## src/rtl/mem_arbiter_pkg.sv

```systemverilog
// Shared types for the IFU/LSU memory-port arbiter: FSM states, grant IDs and size codes.
package mem_arbiter_pkg;

    typedef enum logic [1:0] {
        ST_IDLE = 2'd0,
        ST_BUSY = 2'd1,
        ST_RESP = 2'd2
    } state_t;

    typedef enum logic {
        GNT_IFU = 1'b0,
        GNT_LSU = 1'b1
    } gnt_t;

    localparam logic [3:0] SZ_B = 4'b0001;
    localparam logic [3:0] SZ_H = 4'b0010;
    localparam logic [3:0] SZ_W = 4'b0100;
    localparam logic [3:0] SZ_D = 4'b1000;

endpackage

```

## src/rtl/mem_arb_grant.sv

```systemverilog
// Winner select between IFU and LSU. With MEM_ARB_RR_EN defined, ties alternate via a
// last-grant flop (reset = IFU, so the first tie goes to the LSU); otherwise the LSU always wins.
module mem_arb_grant
    import mem_arbiter_pkg::*;
(
`ifdef MEM_ARB_RR_EN
    input  logic clk,
    input  logic rst_n,
    input  logic en,
`endif
    input  logic ifu_valid,
    input  logic lsu_valid,
    output gnt_t winner
);

`ifdef MEM_ARB_RR_EN
    gnt_t last_grant;

    always_ff @(posedge clk or negedge rst_n) begin
        if (!rst_n) begin
            last_grant <= GNT_IFU;
        end else if (en && (ifu_valid || lsu_valid)) begin
            last_grant <= winner;
        end
    end

    always_comb begin
        winner = GNT_LSU;
        if (ifu_valid && lsu_valid) begin
            winner = (last_grant == GNT_IFU) ? GNT_LSU : GNT_IFU;
        end else if (ifu_valid) begin
            winner = GNT_IFU;
        end
    end
`else
    always_comb begin
        winner = GNT_LSU;
        if (ifu_valid && !lsu_valid) begin
            winner = GNT_IFU;
        end
    end
`endif

endmodule

```

## src/rtl/mem_arbiter.sv

```systemverilog
// Shares one memory port between IFU and LSU, one request in flight, responses in order.
// Tie-break policy selected by MEM_ARB_RR_EN (round-robin) or fixed LSU priority when undefined.
module mem_arbiter
    import mem_arbiter_pkg::*;
#(
    parameter int ADDR_W  = 64,
    parameter int DATA_W  = 64,
    parameter int MEM_LAT = 1
) (
    input  logic              clk,
    input  logic              rst_n,
    input  logic              ifu_req_valid,
    output logic              ifu_req_ready,
    input  logic [ADDR_W-1:0] ifu_addr,
    output logic              ifu_resp_valid,
    output logic [DATA_W-1:0] ifu_rdata,
    input  logic              lsu_req_valid,
    output logic              lsu_req_ready,
    input  logic              lsu_we,
    input  logic [ADDR_W-1:0] lsu_addr,
    input  logic [DATA_W-1:0] lsu_wdata,
    input  logic [3:0]        lsu_wmask,
    output logic              lsu_resp_valid,
    output logic [DATA_W-1:0] lsu_rdata,
    output logic              mem_ren,
    output logic [ADDR_W-1:0] mem_raddr,
    input  logic [DATA_W-1:0] mem_rdata,
    output logic              mem_wen,
    output logic [ADDR_W-1:0] mem_waddr,
    output logic [DATA_W-1:0] mem_wdata,
    output logic [3:0]        mem_wmask,
    output state_t            dbg_state
);

    // Handshake: a request transfers on the rising edge where req_valid && req_ready;
    // the requester holds valid and payload stable until then. Ready only rises in IDLE.
    localparam int CNT_W = $clog2(MEM_LAT + 1);

    state_t           state;
    logic [CNT_W-1:0] cnt;
    gnt_t             gnt_r;
    logic             we_r;
    gnt_t             winner;
    logic             idle;

    assign idle          = (state == ST_IDLE);
    assign ifu_req_ready = idle && ifu_req_valid && (winner == GNT_IFU);
    assign lsu_req_ready = idle && lsu_req_valid && (winner == GNT_LSU);
    assign dbg_state     = state;

    mem_arb_grant u_grant (
`ifdef MEM_ARB_RR_EN
        .clk       (clk),
        .rst_n     (rst_n),
        .en        (idle),
`endif
        .ifu_valid (ifu_req_valid),
        .lsu_valid (lsu_req_valid),
        .winner    (winner)
    );

    always_ff @(posedge clk or negedge rst_n) begin
        if (!rst_n) begin
            state          <= ST_IDLE;
            cnt            <= '0;
            gnt_r          <= GNT_IFU;
            we_r           <= 1'b0;
            ifu_resp_valid <= 1'b0;
            ifu_rdata      <= '0;
            lsu_resp_valid <= 1'b0;
            lsu_rdata      <= '0;
            mem_ren        <= 1'b0;
            mem_raddr      <= '0;
            mem_wen        <= 1'b0;
            mem_waddr      <= '0;
            mem_wdata      <= '0;
            mem_wmask      <= '0;
        end else begin
            case (state)
                ST_IDLE: begin
                    if (lsu_req_ready) begin
                        gnt_r <= GNT_LSU;
                        we_r  <= lsu_we;
                        state <= ST_BUSY;
                        cnt   <= '0;
                        if (lsu_we) begin
                            mem_wen   <= 1'b1;
                            mem_waddr <= lsu_addr;
                            mem_wdata <= lsu_wdata;
                            mem_wmask <= lsu_wmask;
                        end else begin
                            mem_ren   <= 1'b1;
                            mem_raddr <= lsu_addr;
                        end
                    end else if (ifu_req_ready) begin
                        gnt_r     <= GNT_IFU;
                        we_r      <= 1'b0;
                        state     <= ST_BUSY;
                        cnt       <= '0;
                        mem_ren   <= 1'b1;
                        mem_raddr <= ifu_addr;
                    end
                end
                ST_BUSY: begin
                    // A write strobes once; the remaining cycles just pace the response.
                    mem_wen <= 1'b0;
                    cnt     <= cnt + CNT_W'(1);
                    if (cnt == CNT_W'(MEM_LAT - 1)) begin
                        mem_ren <= 1'b0;
                        state   <= ST_RESP;
                        if (gnt_r == GNT_LSU) begin
                            lsu_resp_valid <= 1'b1;
                            lsu_rdata      <= we_r ? '0 : mem_rdata;
                        end else begin
                            ifu_resp_valid <= 1'b1;
                            ifu_rdata      <= mem_rdata;
                        end
                    end
                end
                ST_RESP: begin
                    ifu_resp_valid <= 1'b0;
                    lsu_resp_valid <= 1'b0;
                    state          <= ST_IDLE;
                end
                default: state <= ST_IDLE;
            endcase
        end
    end

endmodule

```

## config.mk

```make
export PLATFORM = sky130hd
export DESIGN_NAME = mem_arbiter
export DESIGN_NICKNAME = d
export VERILOG_FILES = /design/src/rtl/mem_arbiter_pkg.sv /design/src/rtl/mem_arb_grant.sv /design/src/rtl/mem_arbiter.sv
export SDC_FILE = /design/constraint.sdc
export NUM_CORES = 1
export LEC_CHECK = 0
export CAP_MARGIN = 5
export CORE_AREA = 10 10 227 229
export DETAILED_ROUTE_END_ITERATION = 16
export DIE_AREA = 0 0 237 239
export PLACE_DENSITY = 0.64
export SLEW_MARGIN = 15
export SYNTH_ARGS = -nofsm -noshare
export SYNTH_HDL_FRONTEND = slang
export SYNTH_HIERARCHICAL = 1
export SYNTH_SLANG_ARGS = --single-unit
```

## constraint.sdc

```tcl
create_clock -name clk -period 2.13 [get_ports clk]
set_input_delay 0.426 -clock clk [delete_from_list [all_inputs] [get_ports clk]]
set_output_delay 0.426 -clock clk [all_outputs]
set_load 0.005 [all_outputs]
```

### Word-level counts from Yosys, hierarchy flattened

Index checks and enable logic that the tools add are counted.

* logic and storage cells: 76
* output and inout bits: 332
* register bits: 333

* bitwise gates (word level): 2
* equal/unequal tests: 10
* muxes and demuxes: 28
* reduce and logical (&&, ||, !) cells: 21
* add/subtract/negate cells: 1

Operator list (number)
* $mux 64: 4
* $reduce_and 3->1: 7
* $mux 1: 15
* $ne 2x2->1 const B: 6
* $pmux 1 s2: 5
* $mux 2: 3
* $ne 3x3->1 const B: 2
* $reduce_and 2->1: 3
* $reduce_bool 2->1: 3
* $logic_and 1x1->1: 5
* $pmux 2 s2: 1
* $reduce_and 4->1: 1
* $eq 2x1->1 const B: 1
* $eq 2x2->1 const B: 1
* $logic_not 2->1: 1
* $not 1->1: 2
* $add 1x1->1 const B: 1
* $logic_not 1->1: 1

### Logic depth before layout (Yosys ltp)

Gate-level depths: netlist of the first run.

* depth after elaboration: 6
* depth in mapped cells: 7
* depth with buffers taken out: 4

### Hierarchy

Netlist of the first run, hierarchy kept.

Modules (own cells, without submodules)
* mem_arbiter: area each 13656.8 um^2, times used 1, sequential area each 8333.0 um^2, cells an instance 939
* mem_arb_grant: area each 6.3 um^2, times used 1, sequential area each 0.0 um^2, cells an instance 1

### Least setup slack after synthesis of the first run

Ideal clock, no wire load.

* path kind: register to register
* from: reg state[0] (netlist: dbg_state[0])
* to: reg mem_raddr[36]
* data required time: 2.005 ns
* setup time: 0.125 ns
* cell stages (with the launch flop): 8
* arrival: 1.788 ns
* setup slack: 0.217 ns
* period minus slack after synthesis: 1.913 ns
* cell sequence: dfrtp_1 > buf_4 > nor4bb_1 > buf_2 > buf_6 > buf_6 > mux2_2 > mux2_2

* word-level cells in the longest chain between the ends: 5
* elaborated cells between the ends (all ways): 9

RTL lines
* from (decl): line mem_arbiter.sv:39 `state_t state;`
* from (signal assigned): line mem_arbiter.sv:64 `state <= ST_IDLE;`
* from (signal assigned): line mem_arbiter.sv:84 `state <= ST_BUSY;`
* from (signal assigned): line mem_arbiter.sv:98 `state <= ST_BUSY;`
* $logic_not 2->1 (*): line mem_arbiter.sv:46, mem_arbiter.sv:79
* $logic_and 1x1->1, on equally long branches (2 in series): line mem_arbiter.sv:48, mem_arbiter.sv:47
* $ne 2x2->1 (no line) / $reduce_bool 2->1 (equally long branches)
* $reduce_and 3->1 (no line)
* to (signal assigned): line mem_arbiter.sv:93 `mem_raddr <= lsu_addr;`
* to (signal assigned): line mem_arbiter.sv:101 `mem_raddr <= ifu_addr;`
* to (decl): line mem_arbiter.sv:26 `output logic [ADDR_W-1:0] mem_raddr,`

Mark *: on every way between the ends. The rest lies on a longest branch, timed or not.
A chain may end at the register's enable or synchronous reset.

### Final worst setup path of the first run

* from: reg state[0] (netlist: dbg_state[0])
* to: reg mem_raddr[51]

Same word-level chain as after synthesis.

==> results.md, run 1 <==
- Setup violators final: 0
- Crit-path cells: nor4bb_4, buf_12, buf_8, buf_8, mux2_2, mux2_2
- # clock sinks: 333
- Worst hold margin: 0.4208 ns
- Reg-to-Reg Start: dbg_state[0]$_DFFE_PN0P_
- Dpl hpwl: 37.68 mm
- Nets: 1853
- Worst Skew: 0.01350 ns
- Leak Pwr: 0.009662 µW
- Crit-path leading delay family: multiplexers
- Initial Util: 0.2898
- Cell count along the critical path: 6
- Reg clk slew, reported paths: 0.06 ns
- Layout cell share with drive strength beyond 1: 0.2878
- TritonCTS buffer count: 39
- Asr flop ratio synth: 1.000
- Final critical-path share of the clock period: 0.9733
- Fin. Hold Viols: 0
- #FFs+latches synth: 333
- Filler cells: 4244
- Die W: 237 µm
- FP Rows: 80
- R2R Setup Slk: 0.06 ns
- Synthesized area: 0.01366 mm²
- Grt ovf: 0
- H-Tree Level Count: 2
- DRC: 0
- CP max FO: 13
- Worst-case reg-to-reg path depth: 6
- Synth area leaders: dfrtp_1 61%, mux2_2 20%, mux2_4 8.8%
- Fmax: 482.3 MHz
- Post-synth EDFFs: 0
- Slew headroom: 0.6829
- Clock tree buffer depth: 3
- Dpl ws: -0.4672 ns
- First-pass GRT wire length: 72.40 mm
- Max-cap violations: 0
- Synth warn: 6
- Ys flop type: dfrtp_1
- Vias in the first global route: 11020
- Yosys top cell area share: 0.6099
- Total GRT Usage: 0.1656
- Initial antenna violation count: 1
- Slew Limit Fails: 0
- Fin crit period: 2.073 ns
- Largest area contributor in the netlist: dfrtp_1
- WP buf/inv: 3
- Drt via density: 4.441
- Critical path data required time: 2.55 ns
- Via Count: 9891
- VDD IR-drop max: 0.0009553 V
- Synth top cells by count: 333 x dfrtp_1, 244 x mux2_2, 131 x nand2_1
- Arr. time, crit path: 2.49 ns
- Worst-Skew Late Latency: 0.54 ns
- Worst hold-check path type: in -> async
- Final wirelength: 48.34 mm
- CTS root buffer: clkbuf_16
- Area post-placement: 0.02084 mm²
- Synthesized area per cell: 14.54 µm²
- CTS tree: done
- Syn Inst Count: 940
- Final ANT Viol Nets: 0
- Worst R2R End: mem_raddr[51]$_DFFE_PN0P_
- Status: completed
- Tightest Pin Transition: 0.4749 ns
- Port Buffers: 596
- Non-Filler Instances: 2227
- Die height: 239 µm
- Wire per inst: 21.71 µm
- Post-synthesis sequential area ratio: 0.6099
- Critical path class: reg -> reg
- DIE AREA: 0.05664 mm²
- PwrDens: 1465 mW/mm²
- Post-route design area: 0.02229 mm²
- Slowest stage delay, CP: 0.43 ns
- Router iterations before antenna repair: 4
- Layout area overhead: 63.13%
- Largest net degree at the start of global routing: 62
- Post-placement cell count: 2156
- Slowest cell on the critical path: dfrtp_2
- Synthesized net count: 1205
- Setup ws final: 0.05680 ns
- Routability Congestion: 0.8566
- Most frequent cell after synthesis: dfrtp_1
- Yosys cell types: 25
- Initial DRC count: 350
- I/O pin cnt: 597
- Core area: 0.04715 mm²
- Setup crit end kind: flip-flop
- RSZ-0062 raised after global routing: yes
- Ant. Diodes: 0
- Type of origin of the critical path: flip-flop
area by class of cell:
cell class                      count  area, µm²  share of cell area
Multi-Input combinational cell    543       5000              0.2243
Sequential cell                   333       8335              0.3740
Inverter                            5      18.77           0.0008420
Timing Repair Buffer              666       6808              0.3054
Tap cell                          615      769.5             0.03452
Clock buffer                       55       1149             0.05153
Clock inverter                     10      209.0            0.009375
cells by family after synthesis:
group / share of synthesized area
buf+inv: 0.02976
simple gates: 0.04148
mux: 0.2890
compound gates: 0.02985
flops: 0.6099
how the worst max path moves through the flow:
| stage | start | endpoint | slack (ns) |
|---|---|---|---|
| 2_1_floorplan | lsu_req_valid | mem_raddr[36]$_DFFE_PN0P_ | 0.22 |
| 3_3_place_gp | lsu_req_valid | mem_raddr[0]$_DFFE_PN0P_ | -0.43 |
| 3_5_place_dp | lsu_req_valid | mem_raddr[12]$_DFFE_PN0P_ | -0.47 |
| 4_1_cts | dbg_state[1]$_DFFE_PN0P_ | mem_raddr[43]$_DFFE_PN0P_ | 0.004 |
| 5_1_grt | dbg_state[0]$_DFFE_PN0P_ | lsu_req_ready | -0.008 |
| 6_report | dbg_state[0]$_DFFE_PN0P_ | mem_raddr[51]$_DFFE_PN0P_ | 0.06 |
sequential cells by signal (all words and copies together) (netlist names), 2 cells and up:
name / flops
ifu_rdata: 64
mem_wdata: 64
mem_raddr: 64
mem_waddr: 64
dbg_state: 2
lsu_rdata: 64
mem_wmask: 4
timing repair:
action                                  CTS  global route
resized for setup                        17            10
pin swaps                                 1             1
endpoints found under the hold margin    31             0
cloned                                    0             0
setup buffers                             3             2
hold buffers                              1             0
endpoints found under the setup margin    4            56
metrics by stage:
| stage | TNS [ns] | total power (µW) | utilization |
|---|---|---|---|
| finish | 0 | 32660 | 0.4728 |
| global route | -0.01307 | 34570 | 0.4728 |
| CTS | 0 | 33200 | 0.4716 |
| detailed placement | -62.87 | 25780 | 0.4419 |
| global placement | -56.61 | 25550 | 0.4419 |
| floorplan | 0 | 16380 | - |
worst reg2reg max path, cell delays in order, from the launching register on:
cell and delay [ns]:
dfrtp_2 0.43, nor4bb_4 0.38, buf_12 0.17, buf_8 0.18, buf_8 0.19, mux2_2 0.34
mux2_2 0.27
cell usage in the layout (no fill, tap or decap), types with 2 or more instances in the layout:
master           Yosys  final
clkinv_2             0      2
inv_1                5      4
dfrtp_2              0      2
nand2b_1             3      2
buf_2               19      2
clkbuf_8             0      7
buf_6               18      2
o21ai_0             65     65
clkdlybuf4s50_1      0    590
buf_4                2     41
mux2_2             244    244
buf_12               0     24
dlygate4sd2_1        0      3
mux2_4              80     80
a21oi_1              4      4
buf_8                0      3
clkbuf_1            18      7
nand2_1            131    131
clkbuf_16            0     41
a21o_1               4      4
bufinv_16            0      6
dfrtp_1            333    331
power by group:
group          internal [µW]  switching, µW  total [µW]
Clock                   4470           2640        7100
Combinational           9360           5020       14400
Sequential              9440           1730       11200
Total                  23300           9400       32700
per-layer routing:
metal  up-vias  routed length [µm]  GRT usage
met5         -                   0          0
met1      4938               18580     0.1884
li1       4549                   -          -
met3        72                3958    0.05768
met4         0                1420    0.06408
met2       332               24390     0.2808
No activity file was read; power rests on OpenSTA's default activity.
==> run 2: changes to the inputs <==
--- a/config.mk
+++ b/config.mk
@@ -5,7 +5,7 @@
 export SDC_FILE = /design/constraint.sdc
 export NUM_CORES = 1
 export LEC_CHECK = 0
-export CAP_MARGIN = 5
+export CAP_MARGIN = 25
 export CORE_AREA = 10 10 227 229
 export DETAILED_ROUTE_END_ITERATION = 16
 export DIE_AREA = 0 0 237 239
==> results of run 2 <==
Final layout, timing and power as in run 1 (identical DEF).
